## config.mk

```make
export PLATFORM = sky130hd
export DESIGN_NAME = othello_task_feeder
export DESIGN_NICKNAME = d
export VERILOG_FILES = /design/src/rtl/othello_task_feeder.sv
export SDC_FILE = /design/constraint.sdc
export NUM_CORES = 2
export LEC_CHECK = 0
export ABC_AREA = 1
export BUFFER_PORTS_ARGS = -buffer_cell sky130_fd_sc_hd__buf_2
export CAP_MARGIN = 0
export CORE_ASPECT_RATIO = 2
export CORE_MARGIN = 8
export CORE_UTILIZATION = 40
export CTS_CLUSTER_DIAMETER = 50
export DETAILED_ROUTE_END_ITERATION = 10
export SYNTH_ARGS = -nofsm -noshare
export SYNTH_HDL_FRONTEND = slang
export SYNTH_SLANG_ARGS = --single-unit
```

## constraint.sdc

```tcl
create_clock -name iCLOCK -period 7.02 [get_ports iCLOCK]
set_clock_uncertainty 0.05 [all_clocks]
set_input_delay 1.404 -clock iCLOCK [delete_from_list [all_inputs] [get_ports iCLOCK]]
set_output_delay 1.404 -clock iCLOCK [all_outputs]
set_load 0.01 [all_outputs]
```

## src/rtl/othello_task_feeder.sv

```systemverilog
`default_nettype none
// ============================================================================
//  Module   : othello_task_feeder
//  Purpose  : Feeds host-supplied Othello boards to a single endgame solver
//             and collects the solver's results into a host-side FIFO.
//             When no task is queued the solver is handed a DUMMY board
//             (full board, terminates at once); results for DUMMY boards
//             are discarded, and every DUMMY issue is counted as a bubble.
//  Revision : 1.0  initial release
// ----------------------------------------------------------------------------
//  Ports
//    iCLOCK, inRESET                 clock (rising edge), async active-low reset
//    iTaskValid/oTaskReady           host task push handshake
//    iTaskPlayer/iTaskOpponent       task board (64 + 64 bits)
//    oEnable, oPlayer, oOpponent     solver enable and presented board
//    iTake                           solver captured the presented board
//    iSolved, iSolvedPlayer,
//    iSolvedOpponent, iSolvedRes     solver result pulse and payload
//    oResValid/iResReady             host result pop handshake (FWFT)
//    oResPlayer, oResOpponent, oRes  result FIFO head
//    oOverflow                       sticky: a result was dropped
//    oBubbles                        saturating count of DUMMY boards taken
// ============================================================================
module othello_task_feeder #(
    parameter int TASK_DEPTH = 4,
    parameter int RES_DEPTH  = 8
) (
    input  logic               iCLOCK,
    input  logic               inRESET,
    input  logic               iTaskValid,
    output logic               oTaskReady,
    input  logic [63:0]        iTaskPlayer,
    input  logic [63:0]        iTaskOpponent,
    output logic               oEnable,
    output logic [63:0]        oPlayer,
    output logic [63:0]        oOpponent,
    input  logic               iTake,
    input  logic               iSolved,
    input  logic [63:0]        iSolvedPlayer,
    input  logic [63:0]        iSolvedOpponent,
    input  logic signed [7:0]  iSolvedRes,
    output logic               oResValid,
    input  logic               iResReady,
    output logic [63:0]        oResPlayer,
    output logic [63:0]        oResOpponent,
    output logic signed [7:0]  oRes,
    output logic               oOverflow,
    output logic [15:0]        oBubbles
);

    localparam int TAW = $clog2(TASK_DEPTH);
    localparam int RAW = $clog2(RES_DEPTH);

    localparam logic [63:0]  DUMMY_PLAYER   = 64'hFFFF_FFFF_FFFF_FFFF;
    localparam logic [63:0]  DUMMY_OPPONENT = 64'h0;
    localparam logic [TAW:0] TASK_PTR_ONE   = {{TAW{1'b0}}, 1'b1};
    localparam logic [RAW:0] RES_PTR_ONE    = {{RAW{1'b0}}, 1'b1};

    // ------------------------------------------------------------------
    // Control state machine
    // ------------------------------------------------------------------
    typedef enum logic [0:0] {
        IDLE = 1'b0,
        RUN  = 1'b1
    } state_t;

    state_t state;
    state_t state_next;

    // ------------------------------------------------------------------
    // Task FIFO (pointers carry one extra bit to tell full from empty)
    // ------------------------------------------------------------------
    logic [127:0] task_mem [TASK_DEPTH];
    logic [TAW:0] task_wptr;
    logic [TAW:0] task_rptr;
    logic         task_empty;
    logic         task_full;
    logic         task_push;
    logic         task_pop;
    logic         take_run;
    logic         bubble;
    logic [127:0] task_head;

    assign task_empty = (task_wptr == task_rptr);
    assign task_full  = (task_wptr[TAW] != task_rptr[TAW]) &&
                        (task_wptr[TAW-1:0] == task_rptr[TAW-1:0]);
    assign task_head  = task_mem[task_rptr[TAW-1:0]];

    assign take_run   = iTake && (state == RUN);
    assign task_push  = iTaskValid && !task_full;
    // A take on an empty FIFO consumes the DUMMY board; a task pushed in
    // the same cycle is not yet visible and therefore stays as the head.
    assign task_pop   = take_run && !task_empty;
    assign bubble     = take_run && task_empty;

    assign oTaskReady = !task_full;
    assign oPlayer    = task_empty ? DUMMY_PLAYER   : task_head[127:64];
    assign oOpponent  = task_empty ? DUMMY_OPPONENT : task_head[63:0];
    assign oEnable    = (state == RUN);

    always_ff @(posedge iCLOCK or negedge inRESET) begin
        if (!inRESET) begin
            state <= IDLE;
        end else begin
            state <= state_next;
        end
    end

    always_comb begin
        state_next = state;
        case (state)
            IDLE:    if (!task_empty) state_next = RUN;
            RUN:     state_next = RUN;
            default: state_next = IDLE;
        endcase
    end

    always_ff @(posedge iCLOCK) begin
        if (task_push) begin
            task_mem[task_wptr[TAW-1:0]] <= {iTaskPlayer, iTaskOpponent};
        end
    end

    always_ff @(posedge iCLOCK or negedge inRESET) begin
        if (!inRESET) begin
            task_wptr <= '0;
            task_rptr <= '0;
            oBubbles  <= 16'h0;
        end else begin
            if (task_push) task_wptr <= task_wptr + TASK_PTR_ONE;
            if (task_pop)  task_rptr <= task_rptr + TASK_PTR_ONE;
            if (bubble && (oBubbles != 16'hFFFF)) begin
                oBubbles <= oBubbles + 16'd1;
            end
        end
    end

    // ------------------------------------------------------------------
    // Result FIFO (first-word-fall-through)
    // ------------------------------------------------------------------
    logic [135:0] res_mem [RES_DEPTH];
    logic [RAW:0] res_wptr;
    logic [RAW:0] res_rptr;
    logic         res_empty;
    logic         res_full;
    logic         res_pop;
    logic         res_cand;
    logic         res_push;
    logic         res_drop;
    logic         res_is_dummy;
    logic [135:0] res_head;

    assign res_empty = (res_wptr == res_rptr);
    assign res_full  = (res_wptr[RAW] != res_rptr[RAW]) &&
                       (res_wptr[RAW-1:0] == res_rptr[RAW-1:0]);
    assign res_head  = res_mem[res_rptr[RAW-1:0]];

    // DUMMY results may arrive in either colour order, since the solver
    // can report the board from the side to move after a pass.
    assign res_is_dummy =
        ({iSolvedPlayer, iSolvedOpponent} == {DUMMY_PLAYER, DUMMY_OPPONENT}) ||
        ({iSolvedPlayer, iSolvedOpponent} == {DUMMY_OPPONENT, DUMMY_PLAYER});

    assign res_pop  = !res_empty && iResReady;
    assign res_cand = iSolved && !res_is_dummy;
    // A full FIFO still accepts when the head leaves in the same cycle.
    assign res_push = res_cand && (!res_full || res_pop);
    assign res_drop = res_cand && res_full && !res_pop;

    assign oResValid    = !res_empty;
    assign oResPlayer   = res_empty ? 64'h0 : res_head[135:72];
    assign oResOpponent = res_empty ? 64'h0 : res_head[71:8];
    assign oRes         = res_empty ? 8'sh0 : res_head[7:0];

    always_ff @(posedge iCLOCK) begin
        if (res_push) begin
            res_mem[res_wptr[RAW-1:0]] <= {iSolvedPlayer, iSolvedOpponent, iSolvedRes};
        end
    end

    always_ff @(posedge iCLOCK or negedge inRESET) begin
        if (!inRESET) begin
            res_wptr  <= '0;
            res_rptr  <= '0;
            oOverflow <= 1'b0;
        end else begin
            if (res_push) res_wptr <= res_wptr + RES_PTR_ONE;
            if (res_pop)  res_rptr <= res_rptr + RES_PTR_ONE;
            if (res_drop) oOverflow <= 1'b1;
        end
    end

endmodule
`default_nettype wire

```

==> flow_summary_export.csv <==
group,metric,value,unit
place,place_hpwl,100,mm
clock_tree,cts_buffers,156,
layout,fill_cells,14138,
place,place_congestion,0.812,
critical_path,critPathArrivalTime,4100,ps
power_and_ir_drop,combPwrFrac,0.376,
clock_tree,cts-root-buf,"clkbuf_16",
global_routing,grtUsageTotal,0.191,
detailed_routing,vias_per_cell,5.43,
die,die-area,176000,um^2
yosys,synth_top_area_cell,"edfxtp_1",
layout,layout.nets,5642,
sta,worst_slew_pin_slew,1390,ps
critical_path,worstSetupEndpointType,"primary output",
detailed_routing,first_pass_iters,5,
sta,setup_viol,0,
layout,design_area,74300,um^2
yosys,synth-async-reset-ratio,0.0196,
layout,layout_common_cells,"edfxtp_1 (1,600), nor2_1 (1,213), o21ai_0 (633), buf_2 (553), nand2_1 (236)",
critical_path,crit_fanout,236,
global_routing,grt-ovfl-total,0,
yosys,yosysSeqAreaShare,0.755,
sta,fin_crit,5550,ps
sta,maxSlewHeadroom,0.0724,
critical_path,required,5570,ps
clock_tree,clock-sinks,1632,
global_routing,antenna_found_initial,72,
clock_tree,clock_latency,770,ps
yosys,ys_warn_count,0,
power_and_ir_drop,leakage,25.5,nW
yosys,synth_fp_nets,5199,
hold_path,whs_path_depth,1,
critical_path,crit_family,"compound AO/OA/AOI/OAI gates",
clock_tree,cts.clk_slew.worst_paths,60,ps
yosys,ys_types,36,
clock_tree,cts.htree.levels,4,
status,status,"finished, final reports clean",
sta,fin_setup_tns,0,ps
sta,slew_violations,0,
clock_tree,ctsResizeCount,0,
global_routing,grt_max_degree,237,
layout,fin_util,0.461,
sta,hold_viol,0,
detailed_routing,postRouteWirelength,175,mm
die,die_x,300,um
power_and_ir_drop,switchingPower,13.1,mW
power_and_ir_drop,total_power,33.9,mW
place,io_buffers,553,
place,placed_area,69400,um^2
critical_path,crit_chain,"buf_12, o21ai_0, o22ai_1, o21ai_1, a31oi_1, buf_2",
hold_path,hold_class,"reg -> reg",
yosys,avgSynthCellArea,13.1,um^2
flow_run,drv_cap,0,
die,io_pins,554,
yosys,ys_seq_elements,1632,
power_and_ir_drop,power.share.switching,0.385,
critical_path,timing.rr.end,"task_mem[0][20]",
critical_path,r2r_slack,3500,ps
power_and_ir_drop,power_density,456,nW/um^2
detailed_routing,antenna_left,0,
die,start_util,0.401,
critical_path,critPathLaunchType,"flip-flop",
clock_tree,cts_hold_buffers,0,
global_routing,grt_pass1_vias,40144,
die,fp.dieH,585,um
sta,rsz0062_at_grt,"false",
critical_path,reg2reg_depth,6,
critical_path,r2r_start,"task_rptr[0]",
detailed_routing,num_vias,41391,
clock_tree,cts_buffer_depth,4,
yosys,synth_area_leaders,"edfxtp_1 (74%), nor2_1 (7.1%), o21ai_0 (4.9%)",
detailed_routing,wl_per_cell,23.0,um
critical_path,crit_type,"reg -> out",
critical_path,crit_path_top_delay_cell,"dfrtp_4",
power_and_ir_drop,power_frac_seq,0.384,
power_and_ir_drop,clkPwrFrac,0.239,
sta,period_share,0.791,
hold_path,min_to,"oOverflow",
layout,area_growth,14.9,%
clock_tree,post_cts_buffers,0,
sta,max_freq,0.180,GHz
hold_path,min_from,"oOverflow",
global_routing,grt_pass1_wl,259,mm
die,core_area,161000,um^2
power_and_ir_drop,p_int,20.8,mW
yosys,synth_top_area_frac,0.743,
clock_tree,cts_tree,"yes",
layout,final_common_cell,"edfxtp_1",
yosys,synth_enable_flop_cells,1600,
detailed_routing,drt_iter0_markers,3994,
sta,whs,436,ps
die,rows,209,
yosys,synth_area,64700,um^2
yosys,synth_flop_cell,"edfxtp_1",
yosys,synthesis.instances,4921,
power_and_ir_drop,vdd_drop_max,460,uV
detailed_routing,remaining_drc_errors,0,
layout,layout-drive-gt1-share,0.154,
critical_path,crit_buf_inv,2,
critical_path,slowest_delay,870,ps
[routing by layer]
| metal | global-route usage | vias up | wire length [um] |
|---|---|---|---|
| met3 | 0.0660 | 309 | 18800 |
| met4 | 0.0498 | 74 | 4010 |
| met1 | 0.266 | 20450 | 74000 |
| met2 | 0.286 | 1618 | 78100 |
| met5 | 0 | - | 459 |
| li1 | - | 18940 | - |
[synthesized netlist by cell type (2+ instances only)]
| library cell | count |
|---|---|
| a31oi_1 | 136 |
| and2_1 | 13 |
| buf_1 | 16 |
| buf_2 | 66 |
| buf_4 | 27 |
| buf_6 | 26 |
| clkbuf_1 | 186 |
| dfrtp_1 | 32 |
| edfxtp_1 | 1600 |
| ha_1 | 8 |
| inv_1 | 120 |
| inv_2 | 2 |
| mux2i_1 | 64 |
| nand2_1 | 236 |
| nand3_1 | 20 |
| nand3_2 | 2 |
| nand3b_1 | 5 |
| nand4_1 | 19 |
| nor2_1 | 1225 |
| nor3_1 | 6 |
| o21ai_0 | 633 |
| o21ai_1 | 176 |
| o221ai_1 | 64 |
| o22ai_1 | 136 |
| o32ai_1 | 64 |
| xnor2_1 | 13 |
| xor2_1 | 17 |
[worst max-delay path by stage]
stage | startpoint | depth (start not counted) | slack [ps] | end
detailed placement | res_rptr[0] | 7 | 2400 | oResOpponent[27]
finish | res_rptr[0] | 6 | 1470 | oResOpponent[10]
global route | res_rptr[0] | 7 | 1330 | oResOpponent[24]
CTS | res_rptr[0] | 7 | 1560 | oResOpponent[27]
global placement | res_rptr[0] | 6 | 2480 | oResOpponent[16]
floorplan | iSolvedPlayer[59] | 10 | -1420 | res_mem[3][0]
[sequential cells by signal, indices dropped and copies added (netlist names)]
register	count
res_rptr	4
res_wptr	4
task_wptr	3
task_rptr	3
res_mem	1088
oOverflow	1
task_mem	512
oEnable	1
oBubbles	16
[logic make-up after synthesis]
group,after synthesis,synth area share
simple gates,1530,0.0911
fa+ha+maj,8,0.00155
mux,65,0.0101
flops,1632,0.755
compound gates,1211,0.106
xor+xnor,31,0.00431
buf+inv,444,0.0316
[stage by stage]
step | instances | setup slack [ps]
floorplan | 4921 | -1420
global placement | 7316 | 2480
detailed placement | 7316 | 2400
CTS | 7589 | 1560
global route | 7601 | 1330
finish | 7628 | 1470
[cell type report]
type | count | area, um^2 | share of cell area
clock buffer | 191 | 4140 | 0.0557
sequential | 1632 | 48900 | 0.657
clock inverter | 82 | 687 | 0.00924
inverter | 122 | 485 | 0.00653
tap | 2110 | 2640 | 0.0355
multi-input combinational | 2845 | 13900 | 0.187
antenna | 39 | 97.6 | 0.00131
timing repair buffer | 607 | 3490 | 0.0469
[power groups by stage]
stage	clock, mW	sequential [mW]	combinational, mW
after floorplan	0	13.2	7.81
after global placement	0	13.2	12.8
after detailed placement	0	13.2	12.9
after CTS	8.27	13.0	12.9
after global routing	8.60	13.2	14.1
final	8.11	13.0	12.8
Power figures use the tool's default switching activity.
